`src/rtl/mem_master.sv`:
```
// mem_master: single-outstanding load/store master for a word-wide
// Avalon-style bus. Handles byte/half/word accesses, lane steering,
// load extension and misalignment detection.
module mem_master (
    input  logic        clk,
    input  logic        reset,
    input  logic        start,
    input  logic        we,
    input  logic [1:0]  size,
    input  logic        sign_ext,
    input  logic [31:0] addr,
    input  logic [31:0] wdata,
    output logic        busy,
    output logic        done,
    output logic        err,
    output logic [31:0] rdata,
    output logic [31:0] address,
    output logic        read,
    output logic        write,
    output logic [3:0]  byteenable,
    output logic [31:0] writedata,
    input  logic [31:0] readdata,
    input  logic        waitrequest
);

    typedef enum logic [1:0] {IDLE, REQ, DATA, RESP} state_t;

    state_t      r_state;
    state_t      w_next;
    logic        r_we;
    logic [1:0]  r_size;
    logic        r_sign;
    logic [31:0] r_addr;
    logic [31:0] r_wdata;
    logic [31:0] r_rdata;
    logic        r_err;
    logic        w_misalign;
    logic [7:0]  w_byte;
    logic [15:0] w_half;
    logic [31:0] w_load;

    // Misalignment of the request presented on the input ports
    always_comb begin
        w_misalign = (size == 2'd3) ||
                     ((size == 2'd1) && addr[0]) ||
                     ((size == 2'd2) && (addr[1:0] != 2'b00));
    end

    // State register
    always_ff @(posedge clk or negedge reset) begin
        if (!reset) r_state <= IDLE;
        else        r_state <= w_next;
    end

    // Next-state logic and outputs decoded from registered state
    always_comb begin
        w_next     = r_state;
        busy       = (r_state != IDLE);
        read       = (r_state == REQ) && !r_we;
        write      = (r_state == REQ) && r_we;
        done       = (r_state == RESP);
        err        = (r_state == RESP) && r_err;
        address    = {r_addr[31:2], 2'b00};
        rdata      = r_rdata;
        byteenable = '0;
        case (r_size)
            2'd0:    writedata = {4{r_wdata[7:0]}};
            2'd1:    writedata = {2{r_wdata[15:0]}};
            default: writedata = r_wdata;
        endcase
        if (r_state == REQ) begin
            case (r_size)
                2'd0:    byteenable = 4'b0001 << r_addr[1:0];
                2'd1:    byteenable = r_addr[1] ? 4'b1100 : 4'b0011;
                2'd2:    byteenable = 4'b1111;
                default: byteenable = '0;
            endcase
        end
        case (r_state)
            IDLE:    if (start) w_next = w_misalign ? RESP : REQ;
            REQ:     if (!waitrequest) w_next = r_we ? RESP : DATA;
            DATA:    w_next = RESP;
            RESP:    w_next = IDLE;
            default: w_next = IDLE;
        endcase
    end

    // Lane selection and extension of the returning load data
    always_comb begin
        case (r_addr[1:0])
            2'd0:    w_byte = readdata[7:0];
            2'd1:    w_byte = readdata[15:8];
            2'd2:    w_byte = readdata[23:16];
            default: w_byte = readdata[31:24];
        endcase
        w_half = r_addr[1] ? readdata[31:16] : readdata[15:0];
        case (r_size)
            2'd0:    w_load = {{24{r_sign & w_byte[7]}}, w_byte};
            2'd1:    w_load = {{16{r_sign & w_half[15]}}, w_half};
            default: w_load = readdata;
        endcase
    end

    // Request capture in IDLE and load-result register
    always_ff @(posedge clk or negedge reset) begin
        if (!reset) begin
            r_we    <= 1'b0;
            r_size  <= '0;
            r_sign  <= 1'b0;
            r_addr  <= '0;
            r_wdata <= '0;
            r_err   <= 1'b0;
            r_rdata <= '0;
        end else begin
            if ((r_state == IDLE) && start) begin
                r_we    <= we;
                r_size  <= size;
                r_sign  <= sign_ext;
                r_addr  <= addr;
                r_wdata <= wdata;
                r_err   <= w_misalign;
            end
            if (r_state == DATA) r_rdata <= w_load;
        end
    end

endmodule

```
`config.mk`:
```
export PLATFORM = sky130hd
export DESIGN_NAME = mem_master
export DESIGN_NICKNAME = d
export VERILOG_FILES = /design/src/rtl/mem_master.sv
export SDC_FILE = /design/constraint.sdc
export NUM_CORES = 1
export LEC_CHECK = 0
export BUFFER_PORTS_ARGS = -buffer_cell sky130_fd_sc_hd__buf_2
export CAP_MARGIN = 20
export CORE_ASPECT_RATIO = 1.75
export CORE_MARGIN = 1
export CORE_UTILIZATION = 50
export DETAILED_ROUTE_END_ITERATION = 16
export PLACE_DENSITY = 0.88
export SYNTH_ARGS = -nofsm -noshare
export SYNTH_HDL_FRONTEND = slang
export SYNTH_SLANG_ARGS = --single-unit
```
`constraint.sdc`:
```
create_clock -name clk -period 4.8 [get_ports clk]
set_input_delay 0.72 -clock clk [delete_from_list [all_inputs] [get_ports clk]]
set_output_delay 0.72 -clock clk [all_outputs]
set_load 0.005 [all_outputs]
```
Word-level counts from Yosys, hierarchy flattened
Index checks and enable logic that the tools add are counted.
Word-level totals
  output and inout port bits: 105
  bits in registers: 103
  word-level logic and storage cells: 50
  bits of input ports: 104
Cells by class
  equal/unequal tests: 12
  bitwise logic cells: 2
  muxes and demuxes: 12
  shift-type cells: 1
  reduce and logical (&&, ||, !) cells: 15
Operators by type and width (count)
  $pmux 32 s2: 2
  $pmux 8 s3: 1
  $mux 16: 1
  $eq 2x2->1 const B: 6
  $pmux 4 s3: 1
  $eq 2x1->1 const B: 4
  $mux 4: 2
  $pmux 2 s4: 1
  $logic_and 1x1->1: 6
  $logic_not 2->1: 3
  $mux 2: 3
  $ne 2x2->1 const B: 2
  $reduce_bool 2->1: 2
  $shl 1x2->4 const A: 1
  $and 1x1->1: 2
  $logic_or 1x1->1: 2
  $reduce_and 2->1: 1
  $logic_not 1->1: 1
  $mux 1: 1

Logic depth before layout (Yosys ltp)
  depth after elaboration: 7
  depth in mapped cells: 7
  mapped depth without buffers: 5

Worst setup path after synthesis
Ideal clock, no wire load.
  path kind: register -> output
  from: register r_size[1]
  to: output port writedata[10]
  arrival: 1.427 ns
  data required time: 4.080 ns
  cell stages (with the launch flop): 5
  setup slack: 2.653 ns
  path buffers: 2
  path through: dfrtp_1 -> buf_2 -> buf_2 -> nor2_1 -> mux2_2
Between the ends
  cells in the longest elaborated chain, start to end: 2
  elaborated cells on any way between the ends: 3
  those cells by class: eq/ne (1); mux (1); reduce/logical (1)
Ends and longest elaborated chain
  start, declared: line 31  | logic [1:0] r_size;
  start signal, assigned: line 117  | r_size <= size;
  $eq 2x1->1 or $logic_not 2->1 (tied branches): line 66  | case (r_size)
  $pmux 32 s2 (*): line 66
  end, declared: line 21  | output logic [31:0] writedata,
Every way passes the cells marked *; elsewhere a longest branch is shown, timed or not.

Final worst setup path
Ends and elaborated chain as after synthesis.

==> flow_summary.json <==
{
  "synth_seq_cells": 103,
  "grt_max_degree": 67,
  "io_buffers": 206,
  "setup-tns-final_ns": 0,
  "vias": 4144,
  "grt_pass1_vias": 4365,
  "initial_utilization_pct": 51.4,
  "cts_root_buf": "clkbuf_16",
  "routed_wl_um": 13000,
  "synthDominantCellAreaShare_pct": 48.7,
  "path_buf_inv": 1,
  "critPathKind": "reg2out",
  "synth.avg_cell_area_um2": 11.4,
  "seq_area_frac_synth_pct": 48.7,
  "cts_num_sinks": 103,
  "crit_chain": "nor2_1 > mux2_2 > buf_2",
  "layout.nets": 728,
  "yosys_warnings": 0,
  "fmax_mhz": 381,
  "synth_compound_area_share_pct": 11.0,
  "leakage_nw": 3.19,
  "drive_gt1_share_pct": 52.3,
  "cpPeakStageDelay_ns": 0.62,
  "path_delay_family": "simple AND/OR/NAND/NOR gates",
  "core_area_um2": 10300,
  "critPathCaptureType": "output pin",
  "ir_drop_v": 0.000380,
  "cts-hold-fix-buffers": 0,
  "finalSetupViolCount": 0,
  "clk_latency_ns": 0.33,
  "synth_area_um2": 5290,
  "synth_fa_ha_area_share_pct": 1.18,
  "hpwl_um": 9590,
  "diodes": 0,
  "arrival_ns": 1.91,
  "grt_pass1_wl_um": 20600,
  "hold_class": "in2async",
  "grt_usage_pct": 24.2,
  "required_ns": 4.08,
  "cp_slowest_cell": "nor2_1",
  "syn2layout_area_growth_pct": 21.1,
  "mostFrequentLayoutCells": "205 x buf_2, 102 x dfrtp_1, 94 x mux2_2, 30 x a21oi_1, 24 x o21ai_0",
  "synthTopCellsByArea": "dfrtp_1 49%, mux2_2 20%, buf_4 5.7%",
  "cts_setup_buffers": 0,
  "design_area_um2": 6410,
  "final_hold_viol_count": 0,
  "viasPerCell": 5.53,
  "drc": 0,
  "critPathMaxFanout": 8,
  "min_period_ns": 2.63,
  "post_cts_resized": 0,
  "clk_pin_slew_ns": 0.08,
  "gr-total-overflow": 0,
  "slew_headroom_pct": 24.6,
  "start_kind": "flip-flop",
  "yosysTopAreaCell": "dfrtp_1",
  "layout_commonest_cell": "buf_2",
  "skew_ns": 0.00585,
  "ant_nets": 0,
  "die_w_um": 79.8,
  "core.rowCount": 49,
  "place.gp.congestion": 0.873,
  "cts_tree": "yes",
  "clk_path_buf_depth": 2,
  "min_period_over_period_pct": 54.7,
  "tightest_slew_ns": 1.13,
  "synth-xor-area-share_pct": 0,
  "slew_viol_final": 0,
  "synth_mux_area_share_pct": 21.8,
  "synth_top_family_by_area": "multiplexers",
  "die_h_um": 138,
  "cts_buffers": 9,
  "h-tree-depth": 3,
  "place_area_um2": 6100,
  "grt_setup_unrepaired": "no",
  "drv_cap": 0,
  "drtPass1Iterations": 7,
  "status": "completed",
  "syn_inst": 466,
  "dieArea_um2": 11000,
  "antenna_found_initial": 0,
  "synthDistinctLibCells": 40,
  "power_w": 0.00440,
  "drt-initial-drc-count": 130,
  "io_pins": 209,
  "n_fill_cell": 831,
  "power_density_nw_per_um2": 687,
  "routedWlPerCell_um": 17.3,
  "synth_simple_gate_area_share_pct": 8.04
}
==> layout make-up <==
class	count	area [um2]	share of cell area [%]
inverters	15	56.3	0.879
flip-flops and latches	103	2580	40.3
clock inverters	6	53.8	0.840
well taps	127	159	2.48
multi-input cells	278	2230	34.9
clock buffers	9	225	3.52
repair buffers	212	1100	17.1
==> per-stage QoR <==
step | worst slack, ns | utilization [%] | std cells | hold WS, ns
2_1_floorplan | 2.65 | - | 467 | 0.424
3_3_place_gp | 2.25 | 59.2 | 734 | 0.467
3_5_place_dp | 2.03 | 59.2 | 734 | 0.468
4_1_cts | 2.00 | 61.9 | 749 | 0.485
5_1_grt | 2.06 | 62.2 | 750 | 0.511
6_report | 2.17 | 62.2 | 750 | 0.460
==> registers in the layout, indices dropped and copies added (netlist names) <==
register and cells:
r_addr 32, r_wdata 32, rdata 32, r_size 2
r_state 2, r_err 1, r_sign 1, r_we 1
==> cell families (layout without fill, tap and decap cells) <==
kind of cell             Yosys count  count (layout)
flip-flops                       103             103
adder cells (fa/ha/maj)            5               5
AO/OA/AOI/OAI                     96              96
other                              1               2
AND/OR/NAND/NOR                   72              72
buffers and inverters             86             242
multiplexers                     103             103
==> cells in the mapped netlist <==
library cell	number
dfrtp_1	103
mux2_2	94
buf_4	40
a21oi_1	30
o21ai_0	24
nand2_1	20
clkbuf_1	19
and3_1	16
inv_1	15
o21ai_1	9
a31oi_1	8
and3b_1	8
mux2i_1	8
nand3b_1	8
a32oi_1	7
buf_1	7
o221ai_1	7
ha_1	5
buf_2	4
nor2_1	4
and2_1	3
nor3_1	3
a222oi_1	2
a22oi_1	2
nand2b_1	2
nor2b_1	2
nor3b_1	2
o31ai_1	2
a21bo_2	1
a221oi_1	1
a2bb2oi_1	1
a311oi_1	1
buf_6	1
conb_1	1
mux2_4	1
nand3_1	1
nor4b_1	1
nor4bb_1	1
o21ai_2	1
or2b_1	1
==> report_power, final <==
group / internal (W) / switching, W
logic: 0.00109 / 0.00102
clock network: 0.000359 / 0.000336
registers: 0.00130 / 0.000290
total: 0.00276 / 0.00165
==> routing by layer <==
| metal | vias up | global-route usage (%) | wire length [um] |
|---|---|---|---|
| met2 | 192 | 43.8 | 7130 |
| met3 | 27 | 5.21 | 826 |
| met4 | 0 | 12.2 | 313 |
| met1 | 1995 | 25.6 | 4700 |
| met5 | - | 0 | 0 |
| li1 | 1930 | - | - |
==> path summary, 6_finish.rpt <==
check | to | slack [ns] | cells past startpoint | from
max | writedata[10] | 2.17 | 3 | r_size[1]$_DFFE_PN0P_
min | r_addr[10]$_DFFE_PN0P_ | 0.46 | 1 | reset
max reg2reg | r_wdata[11]$_DFFE_PN0P_ | 2.29 | 5 | r_state[0]$_DFFE_PN0P_
min reg2reg | r_err$_DFFE_PN0P_ | 0.48 | 2 | r_err$_DFFE_PN0P_
max in group asynchronous | r_wdata[11]$_DFFE_PN0P_ | 3.30 | 2 | reset
min in group clk | r_err$_DFFE_PN0P_ | 0.48 | 2 | r_err$_DFFE_PN0P_
No activity file was read; power rests on OpenSTA's default activity.
